$ cat src/rtl/conf_int_mul_seq_apx.sv
// Sequential radix-2 shift-add multiplier. It keeps only the OP_BITWIDTH most-significant
// operand bits. If CONF_INT_MUL_SEQ_APX_SAT_EN is defined, the result saturates instead of wrapping.
module conf_int_mul_seq_apx #(
  parameter int OP_BITWIDTH        = 16,
  parameter int DATA_PATH_BITWIDTH = 16
) (
  input  logic                          clk,
  input  logic                          rst,
  input  logic                          in_valid,
  output logic                          in_ready,
  input  logic [DATA_PATH_BITWIDTH-1:0] a,
  input  logic [DATA_PATH_BITWIDTH-1:0] b,
  output logic                          out_valid,
  input  logic                          out_ready,
  output logic [DATA_PATH_BITWIDTH-1:0] d,
  output logic                          busy
);

  localparam int DW    = DATA_PATH_BITWIDTH;
  localparam int LOW   = DATA_PATH_BITWIDTH - OP_BITWIDTH;
  localparam int CNT_W = (OP_BITWIDTH > 1) ? $clog2(OP_BITWIDTH) : 1;
  localparam logic [DW-1:0]    MASK = {DW{1'b1}} << LOW;
  localparam logic [CNT_W-1:0] LAST = CNT_W'(OP_BITWIDTH - 1);

  typedef enum logic [1:0] {IDLE, CALC, DONE} state_t;

  state_t          state_q, state_d;
  logic [2*DW-1:0] acc_q, acc_d;
  logic [2*DW-1:0] mcand_q, mcand_d;
  logic [DW-1:0]   mplier_q, mplier_d;
  logic [CNT_W-1:0] cnt_q, cnt_d;
  logic [DW-1:0]   d_q, d_d;
  logic [2*DW-1:0] acc_sum;
  logic [DW-1:0]   result;

  always_comb begin
    state_d  = state_q;
    acc_d    = acc_q;
    mcand_d  = mcand_q;
    mplier_d = mplier_q;
    cnt_d    = cnt_q;
    d_d      = d_q;
    acc_sum  = acc_q + (mplier_q[0] ? mcand_q : '0);
`ifdef CONF_INT_MUL_SEQ_APX_SAT_EN
    result   = (|acc_sum[2*DW-1:DW]) ? '1 : acc_sum[DW-1:0];
`else
    result   = acc_sum[DW-1:0];
`endif
    case (state_q)
      IDLE: begin
        if (in_valid) begin
          // The retained multiplier bits are shifted down so that bit 0 is the first bit processed.
          // The multiplicand is placed back at the weight of that bit.
          state_d  = CALC;
          acc_d    = '0;
          cnt_d    = '0;
          mcand_d  = (2*DW)'(a & MASK) << LOW;
          mplier_d = (b & MASK) >> LOW;
        end
      end
      CALC: begin
        acc_d    = acc_sum;
        mcand_d  = mcand_q << 1;
        mplier_d = mplier_q >> 1;
        cnt_d    = cnt_q + CNT_W'(1);
        if (cnt_q == LAST) begin
          state_d = DONE;
          d_d     = result;
          cnt_d   = '0;
        end
      end
      DONE: begin
        if (out_ready) state_d = IDLE;
      end
      default: state_d = IDLE;
    endcase
  end

  always_ff @(posedge clk or negedge rst) begin
    if (!rst) begin
      state_q  <= IDLE;
      acc_q    <= '0;
      mcand_q  <= '0;
      mplier_q <= '0;
      cnt_q    <= '0;
      d_q      <= '0;
    end else begin
      state_q  <= state_d;
      acc_q    <= acc_d;
      mcand_q  <= mcand_d;
      mplier_q <= mplier_d;
      cnt_q    <= cnt_d;
      d_q      <= d_d;
    end
  end

  assign in_ready  = (state_q == IDLE);
  assign out_valid = (state_q == DONE);
  assign busy      = (state_q == CALC);
  assign d         = d_q;

endmodule

$ cat config.mk
export PLATFORM = sky130hd
export DESIGN_NAME = conf_int_mul_seq_apx
export DESIGN_NICKNAME = d
export VERILOG_FILES = /design/src/rtl/conf_int_mul_seq_apx.sv
export SDC_FILE = /design/constraint.sdc
export NUM_CORES = 1
export LEC_CHECK = 0
export BUFFER_PORTS_ARGS = -buffer_cell sky130_fd_sc_hd__buf_2
export CAP_MARGIN = 15
export CORE_ASPECT_RATIO = 0.6
export CORE_MARGIN = 8
export CORE_UTILIZATION = 50
export CTS_CLUSTER_SIZE = 16
export DETAILED_ROUTE_END_ITERATION = 10
export PLACE_DENSITY = 0.7
export SLEW_MARGIN = 20
export SYNTH_ARGS = -nofsm -noshare
export SYNTH_HDL_FRONTEND = slang
export SYNTH_SLANG_ARGS = --single-unit
$ cat constraint.sdc
create_clock -name clk -period 3.8 [get_ports clk]
set_clock_uncertainty 0.1 [all_clocks]
set_input_delay 0.76 -clock clk [delete_from_list [all_inputs] [get_ports clk]]
set_output_delay 0.76 -clock clk [all_outputs]
set_load 0.05 [all_outputs]
==> results of run 1 <==
-- area by class of cell --
| type | count | area (um2) | area share [%] |
|---|---|---|---|
| Sequential cell | 70 | 1752 | 39.35 |
| Multi-Input combinational cell | 299 | 1989 | 44.69 |
| Tap cell | 104 | 130.1 | 2.923 |
| Clock inverter | 2 | 10.01 | 0.2248 |
| Clock buffer | 13 | 240.2 | 5.396 |
| Timing Repair Buffer | 60 | 315.3 | 7.083 |
| Inverter | 4 | 15.01 | 0.3373 |
-- cells in the mapped netlist (4+ instances only) --
cell type  number
dfrtp_1        70
o21ai_0        49
nand2_1        41
and2_1         30
a21oi_1        26
clkbuf_1       25
a31oi_1        19
nor2b_1        17
ha_1           16
a22oi_1        15
a22o_1         11
mux2_2          9
xnor2_1         9
a21o_1          8
nor2_1          7
and3_1          4
nand3_1         4
o211ai_1        4
xor2_1          4
-- power by group --
| group | total (mW) | leakage [nW] | internal [mW] | switching (mW) |
|---|---|---|---|---|
| logic | 1.46 | 1.14 | 0.530 | 0.932 |
| clock network | 0.733 | 0.123 | 0.436 | 0.297 |
| registers | 1.24 | 0.922 | 1.04 | 0.206 |
| total | 3.44 | 2.18 | 2.00 | 1.44 |
-- layout by cell type, fill, tap and decap left out, types with 2 or more instances in the layout --
cell	instances
nand2_1	41
nor2_1	7
xnor2_1	9
buf_4	6
clkbuf_16	9
clkinv_2	2
a22o_1	11
and3_1	4
o211ai_1	4
dfrtp_1	70
ha_1	16
and2_1	30
mux2_2	9
o31ai_1	2
nand3_1	4
nor2b_1	17
nor3_1	2
o21ai_0	49
nand4_1	3
a21oi_1	26
xor2_1	4
mux2_1	2
clkbuf_1	4
a22oi_1	15
a21o_1	8
inv_1	3
a211oi_1	2
buf_2	54
a31oi_1	19
-- cell families (layout without fill, tap and decap cells) --
group	after synthesis	count (layout)	share of synthesized area, %
xor+xnor	14	14	3.570
mux	12	12	3.473
compound gates	146	146	23.99
flops	70	70	45.44
buf+inv	31	79	3.245
simple gates	110	110	14.57
fa+ha+maj	17	17	5.712
-- per-layer routing --
layer	routed length, um	up-vias	global-route usage [%]
met3	582	7	5.995
met4	70	0	5.408
met5	0	-	0
met1	4793	1520	26.32
met2	4118	82	26.22
li1	-	1533	-
-- flip-flops by register name (all words and copies together) (netlist names) --
signal and cells:
mcand_q 16, d 16, cnt_q 4, acc_q 16
state_q 2, mplier_q 16
-- path summary, 6_finish.rpt --
check | slack [ps] | endpoint | start | cells past startpoint
worst max register to register | 730 | d[15] | mplier_q[0] | 8
min in group clk | 370 | d[12] | d[12] | 2
worst min-delay path | 310 | d[6] | rst | 1
worst min register to register | 370 | d[12] | d[12] | 2
worst max-delay path | 730 | d[15] | mplier_q[0] | 8
max in group asynchronous | 2540 | cnt_q[3] | rst | 2
==> reports/results.ini, run 1 <==
[drt]
via_per_inst=5.692
drtIter0Drc=242
postRouteAntennaNets=0
wl_per_cell_um=17.33
vias=3142
drtPass1Iterations=7
drc=0
drt-total-wl_um=9564

[die]
die-area_um2=10870
die_h_um=84.02
die_w_um=129.4
coreArea_um2=7357
row_count=24
io_pins=55
initial_core_util_pct=52.40

[sta]
worstMarginPinSlew_ps=902.6
max_freq_mhz=325.5
maxSlewHeadroom_pct=39.66
whs_ps=305.4
final_max_slew_viol_count=0
setup_viol=0
fin_crit_sh_pct=80.84
timing_hold_violations_final=0
setup_ws_ps=728.1
period_needed_ps=3072
rsz0062_at_grt=no
fin_setup_tns_ps=0

[min_path]
hold_path_class=input pin to async pin

[placement]
place_congestion=0.8733
portBuffers=54
placed_area_um2=4202
dp_cells=537
dpl.hpwl_um=6634
place_ws_ps=737.6

[yosys]
avgSynthCellArea_um2=9.637
synth_top_area_cell=dfrtp_1
yosys_register_bits=70
synth.area.top_cells=dfrtp_1 (45%), o21ai_0 (6.4%), ha_1 (5.2%)
synth_edf_count=0
synth_cells=400
synth_seq_area_share_pct=45.44
synth_area_um2=3855
yosys_warnings=0
async_reset_ff_share_pct=100.0
yosysTopAreaCellShare_pct=45.44
ys_types=42
synth_flop_cell=dfrtp_1
synth_fp_nets=453

[worst_setup_path]
path_delay_family=compound AO/OA/AOI/OAI gates
crit_chain=and2_1 -> ha_1 -> a21o_1 -> a31o_1 -> a221o_1 -> a211oi_4 -> xor3_1 -> mux2_2
critPathBufInv=0
cp.required_ps=3920
start_kind=register
cp.arrival_ps=3190
critPathKind=register to register
critPathSlowestCell=dfrtp_1
slowest_delay_ps=510
crit_fanout=17
critPathCaptureType=register

[layout]
final_area_um2=4452
area_delta_synth_final_pct=15.48
fillers=630
drive_above_1_share_pct=18.75
fin_cells=552
finalCoreUtilization_pct=60.51
nNetsFinal=497
n_antenna_cell=0

[clock_network]
cts_made_buffers=9
clock_sinks=70
clkSlewWorstSetupHoldPaths_ps=50
clockRootBuffer=clkbuf_16
worstSkewPairLatency_ps=340
hold_buffers=0
cts_tree=done
cts_resized=0
clockBufferDepth=2
htree_levels=3
cts_setup_buffers=0

[power_and_ir_drop]
p_per_area_nw_per_um2=772.0
report.power.total_mw=3.437
peakVddDrop_v=0.0005014
p_leak_nw=2.181

[global_route]
grt_pass1_wl_um=16080
grt_max_degree=38
antenna_found_initial=0
grt_overflow_total=0
first_global_vias=3122
globalRouteTotalUtil_pct=18.63

[run]
cap_violations=0

[outcome]
outcome=complete, no violations

Power figures use the tool's default switching activity.
==> run 2: changes to the inputs <==
ABC_AREA = 1   (was unset)
PLACE_DENSITY = 0.73   (was 0.7)
clock period = 2.8 ns   (was 3.8 ns; I/O delays follow)
==> reports/results.ini, run 2 <==
[outcome]
outcome=complete, no violations

[sta]
period_needed_ps=2354
maxSlewHeadroom_pct=53.41  ; +14 points
fin_setup_tns_ps=0  ; unchanged
max_freq_mhz=424.8
worstMarginPinSlew_ps=697.8  ; -204.9 ps
setup_viol=0  ; unchanged
rsz0062_at_grt=no
setup_ws_ps=446.1  ; -282.0 ps
timing_hold_violations_final=0  ; unchanged
whs_ps=100.4  ; -205.0 ps
fin_crit_sh_pct=84.07
final_max_slew_viol_count=0  ; unchanged

[drt]
drtPass1Iterations=5  ; -2
postRouteAntennaNets=0  ; unchanged
drt-total-wl_um=10260  ; +7.3%
drtIter0Drc=328  ; +36%
vias=3551  ; +13%
drc=0  ; unchanged
wl_per_cell_um=14.98  ; -14%
via_per_inst=5.184  ; -8.9%

[clock_network]
clockBufferDepth=2  ; unchanged
clock_sinks=70  ; unchanged
clockRootBuffer=clkbuf_16
clkSlewWorstSetupHoldPaths_ps=60  ; about the same
cts_made_buffers=9  ; unchanged
hold_buffers=0  ; unchanged
cts_tree=done
htree_levels=3  ; unchanged
cts_setup_buffers=0  ; unchanged
cts_resized=0  ; unchanged
worstSkewPairLatency_ps=340  ; about the same

[yosys]
synth.area.top_cells=dfrtp_1 (44%), nand2_1 (18%), inv_1 (5.9%)
synth_top_area_cell=dfrtp_1
ys_types=32  ; -24%
yosysTopAreaCellShare_pct=44.32  ; -1.1 points
yosys.cell_count.top_type=nand2_1
synth_fp_nets=577  ; +27%
yosys_register_bits=70  ; unchanged
synth_cells=524  ; +31%
async_reset_ff_share_pct=100.0  ; unchanged
avgSynthCellArea_um2=7.543  ; -22%
synth_edf_count=0  ; unchanged
synth_common_cells=nand2_1 (185), dfrtp_1 (70), inv_1 (62), nor2_1 (33), o21ai_0 (32)
yosys_warnings=0  ; unchanged
synth_area_um2=3953  ; +2.5%
synth_flop_cell=dfrtp_1
synth_seq_area_share_pct=44.32  ; -1.1 points

[global_route]
grt_overflow_total=0  ; unchanged
grtUsageMet2_pct=28.41  ; +2.2 points
grt_pass1_wl_um=17150  ; +6.7%
first_global_vias=3497  ; +12%
use_met3_pct=5.194  ; -0.80 points
antenna_found_initial=0  ; unchanged
grt_busiest_layer=met2
grtUsageMet1_pct=27.84  ; +1.5 points
grt_max_degree=49  ; +29%
globalRouteTotalUtil_pct=19.79  ; +1.2 points

[die]
io_pins=55  ; unchanged
die-area_um2=11100  ; +2.1%
row_count=25  ; +4.2%
die_h_um=84.87  ; +1.0%
coreArea_um2=7757  ; +5.4%
initial_core_util_pct=50.95  ; -1.4 points
die_w_um=130.8  ; +1.1%

[layout]
layout_commonest_cell=nand2_1
n_antenna_cell=0  ; unchanged
final_area_um2=4613  ; +3.6%
nNetsFinal=626  ; +26%
area_delta_synth_final_pct=16.71
mostFrequentLayoutCells=nand2_1 (185), dfrtp_1 (70), inv_1 (62), buf_2 (54), nor2_1 (33)
drive_above_1_share_pct=15.08  ; -3.7 points
finalCoreUtilization_pct=59.47  ; -1.0 points

[power_and_ir_drop]
p_clk_share_pct=20.1  ; -1.2 points
p_switching_mw=3.120  ; +120%
combPwrFrac_pct=51.8  ; +9.3 points
p_per_area_nw_per_um2=1446  ; +87%
p_leak_nw=2.566  ; +18%
sw_frac_of_total_pct=46.77  ; +5.0 points
internal_power_mw=3.551  ; +77%
seqPwrFrac_pct=28.1  ; -8.0 points
peakVddDrop_v=0.0005097  ; +1.7%

[worst_setup_path]
critPathBufInv=2  ; +2
crit_chain=inv_2 -> nor2_4 -> buf_2
critPathKind=register to primary output
path_delay_family=buffers and inverters
slowest_delay_ps=470  ; -40 ps
start_kind=register
crit_fanout=19  ; +2
cp.required_ps=2140  ; -1780 ps
critPathCaptureType=primary output
cp.arrival_ps=1690  ; -1500 ps
critPathSlowestCell=dfrtp_1

[placement]
dpl.hpwl_um=7247  ; +9.2%
portBuffers=54  ; unchanged
placed_area_um2=4268  ; +1.6%
place_congestion=0.9787  ; +12%
place_ws_ps=513.4  ; -224.2 ps

[min_path]
hold_path_class=input pin to async pin

[run]
cap_violations=0  ; unchanged

## run 2: changes by cell type after synthesis, moves of 19 or more
| cell | change |
|---|---|
| inv_1 | +59 |
| and2_1 | -28 |
| nor2_1 | +26 |
| nand2_1 | +144 |
| a31oi_1 | -19 |
| nand3_1 | +22 |
| o21ai_1 | +21 |
| clkbuf_1 | -21 |
| a21oi_1 | -19 |
## run 2: path summary, 6_finish.rpt
path                              from  slack, ps  depth (start not counted)         end
setup / recovery            state_q[0]        450                          3        busy
hold / removal                     rst        100                          1  state_q[1]
setup reg to reg           mplier_q[0]        450                         12       d[15]
hold reg to reg                   d[0]        360                          2        d[0]
max in group asynchronous          rst       1760                          2    acc_q[9]
min in group clk             out_ready        290                          2  state_q[1]
## run 2: cells by family after synthesis
logic type	synth area share [%]
simple gates	27.64
buf+inv	9.306
compound gates	11.84
flops	44.32
fa+ha+maj	5.571
xor+xnor	1.330
## run 2: power groups by stage
stage / registers, mW / logic (mW) / clock network [mW]
global route: 1.93 / 3.91 / 1.40
detailed placement: 1.87 / 3.41 / 0
floorplan: 2.10 / 2.42 / 0
CTS: 1.87 / 3.43 / 1.36
finish: 1.87 / 3.46 / 1.34
global placement: 1.86 / 3.30 / 0
## run 2: final cells by class
| type | instances | area (um2) |
|---|---|---|
| clock buffer | 10 | 239.0 |
| clock inverter | 5 | 106.4 |
| fill | 703 | 3144 |
| inverter | 66 | 247.7 |
| multi-input combinational | 368 | 1833 |
| sequential | 70 | 1752 |
| tap | 108 | 135.1 |
| timing repair buffer | 58 | 300.3 |
## run 2: layer usage
| layer | share of wire [%] | up-vias |
|---|---|---|
| li1 | - | 1768 |
| met1 | 49 | 1635 |
| met2 | 42 | 136 |
| met3 | 8.0 | 12 |
| met4 | 1.2 | 0 |
| met5 | 0 | - |
## run 2: metrics by stage
stage / instances / power [mW]
floorplan: 524 / 4.515
finish: 685 / 6.671
detailed placement: 670 / 5.277
global placement: 670 / 5.158
CTS: 685 / 6.652
global route: 685 / 7.239
==> run 3: changes to the inputs <==
clock period = 2.1 ns   (was 2.8 ns; I/O delays follow)
==> reports/results.ini, run 3 (synthesis gave the netlist of run 2 again) <==
[layout]
mostFrequentLayoutCells=nand2_1 (173), dfrtp_1 (69), inv_1 (60), buf_2 (54), o21ai_0 (32)
n_antenna_cell=0  ; unchanged
fillers=691  ; -1.7%
layout_commonest_cell=nand2_1
nNetsFinal=645  ; +3.0%
finalCoreUtilization_pct=64.98  ; +5.5 points
drive_above_1_share_pct=24.96  ; +9.9 points
area_delta_synth_final_pct=27.54

[power_and_ir_drop]
combPwrFrac_pct=57.9  ; +6.1 points
p_switching_mw=4.547  ; +46%
p_leak_nw=2.667  ; +3.9%
sw_frac_of_total_pct=45.94  ; -0.84 points
p_per_area_nw_per_um2=1964  ; +36%
internal_power_mw=5.352  ; +51%
report.power.total_mw=9.899  ; +48%
p_clk_share_pct=16.6  ; -3.5 points
peakVddDrop_v=0.0007913  ; +55%
seqPwrFrac_pct=25.5  ; -2.6 points

[worst_setup_path]
critPathKind=register to register
cp.required_ps=2210  ; +70 ps
critPathCaptureType=register
cp.arrival_ps=2230  ; +540 ps
rrSetupSlack_ps=-20  ; -470 ps
crit_fanout=5  ; -14
start_kind=register

[die]
die-area_um2=11100  ; unchanged
die_w_um=130.8  ; unchanged
initial_core_util_pct=50.95  ; unchanged
die_h_um=84.87  ; unchanged
row_count=25  ; unchanged
io_pins=55  ; unchanged
coreArea_um2=7757  ; unchanged

[sta]
timing_hold_violations_final=4  ; +4
setup_viol=1  ; +1
whs_ps=-6.766  ; -107.1 ps
maxSlewHeadroom_pct=74.06  ; +21 points
period_needed_ps=2121
rsz0062_at_grt=yes
setup_ws_ps=-20.99  ; -467.1 ps
fin_crit_sh_pct=101.0
worstMarginPinSlew_ps=389.1  ; -308.6 ps
max_freq_mhz=471.5
final_max_slew_viol_count=0  ; unchanged

[placement]
dpl.hpwl_um=7245  ; about the same
place_congestion=0.9271  ; -5.3%
portBuffers=54  ; unchanged

[clock_network]
clkSlewWorstSetupHoldPaths_ps=60  ; about the same
worstSkewPairLatency_ps=330  ; about the same
clockBufferDepth=2  ; unchanged
cts_made_buffers=9  ; unchanged
htree_levels=3  ; unchanged
clock_sinks=70  ; unchanged
clockRootBuffer=clkbuf_16
cts_tree=done

[global_route]
antenna_found_initial=0  ; unchanged
globalRouteTotalUtil_pct=19.40  ; -0.39 points
first_global_vias=3442  ; -1.6%
grt_overflow_total=0  ; unchanged
grt_max_degree=71  ; +45%
grt_pass1_wl_um=17150  ; unchanged

[run]
cap_violations=0  ; unchanged

[drt]
drtIter0Drc=323  ; -1.5%
wl_per_cell_um=14.63  ; -2.3%
drc=0  ; unchanged
via_per_inst=5.068  ; -2.2%
drtPass1Iterations=6  ; +1
postRouteAntennaNets=0  ; unchanged
vias=3573  ; +0.62%
drt-total-wl_um=10320  ; +0.53%

[outcome]
outcome=complete, but fails checks
violations=negative hold slack, negative setup slack

[min_path]
hold_path_class=input pin to async pin

==> run 3: worst max-delay path: stages, from the launching register on <==
cell,delay [ps]
dfrtp_2,450
nand2_2,80
inv_2,40
ha_4,150
fa_2,350
nand2_1,70
nand2_1,80
nand3b_1,110
nand2_2,110
nand2_1,100
nand3b_1,120
nand3_1,170
nand2_1,70
==> run 3: path summary, 6_finish.rpt <==
check	from	to	depth (start not counted)
worst max-delay path	mplier_q[0]	d[10]	12
worst min-delay path	rst	cnt_q[1]	2
worst max register to register	mplier_q[0]	d[10]	12
worst min register to register	d[12]	d[12]	2
max in group asynchronous	rst	mplier_q[0]	2
min in group clk	out_ready	state_q[1]	2
==> run 3: layout make-up <==
type,instances,area (um2),area share [%]
Multi-Input combinational cell,368,2087,41.40
Tap cell,108,135.1,2.681
Inverter,66,247.7,4.914
Timing Repair Buffer,77,493.0,9.779
Clock buffer,11,242.7,4.815
Clock inverter,5,82.58,1.638
Sequential cell,70,1753,34.77
==> run 3: through the flow <==
step                TNS (ps)  instances  setup slack (ps)  hold WS, ps  cell area [um2]
floorplan                  0        524             42.87        24.41             3954
detailed placement    -420.8        686            -141.5        362.9             4438
CTS                        0        702             4.493        22.57             4818
finish                -20.99        705            -20.99       -6.766             5041
global route          -963.0        705            -146.6        16.57             5041
global placement      -336.9        686            -99.10        349.5             4438
==> run 3: what timing repair did <==
action                                 in CTS  in global routing
pin swaps                                   1                 15
endpoints found under the hold margin       0                  0
gates cloned                                0                  0
setup endpoints to repair                  13                 22
gates resized for setup                    10                 35
hold buffers                                0                  0
buffers inserted                            0                  3
==> run 3: metal layers <==
metal	vias to the layer above	global-route usage (%)	wire, um
met5	-	0	0
met4	0	4.456	61
met3	7	4.819	773
met2	95	26.87	4295
met1	1667	29.23	5185
li1	1804	-	-
==> run 3: power by group through the flow <==
stage	Combinational (mW)	Clock [mW]	Sequential [mW]
floorplan	3.23	0	2.80
global placement	4.96	0	2.45
detailed placement	5.01	0	2.46
CTS	5.17	1.68	2.46
global route	6.43	1.74	2.58
finish	5.73	1.65	2.52
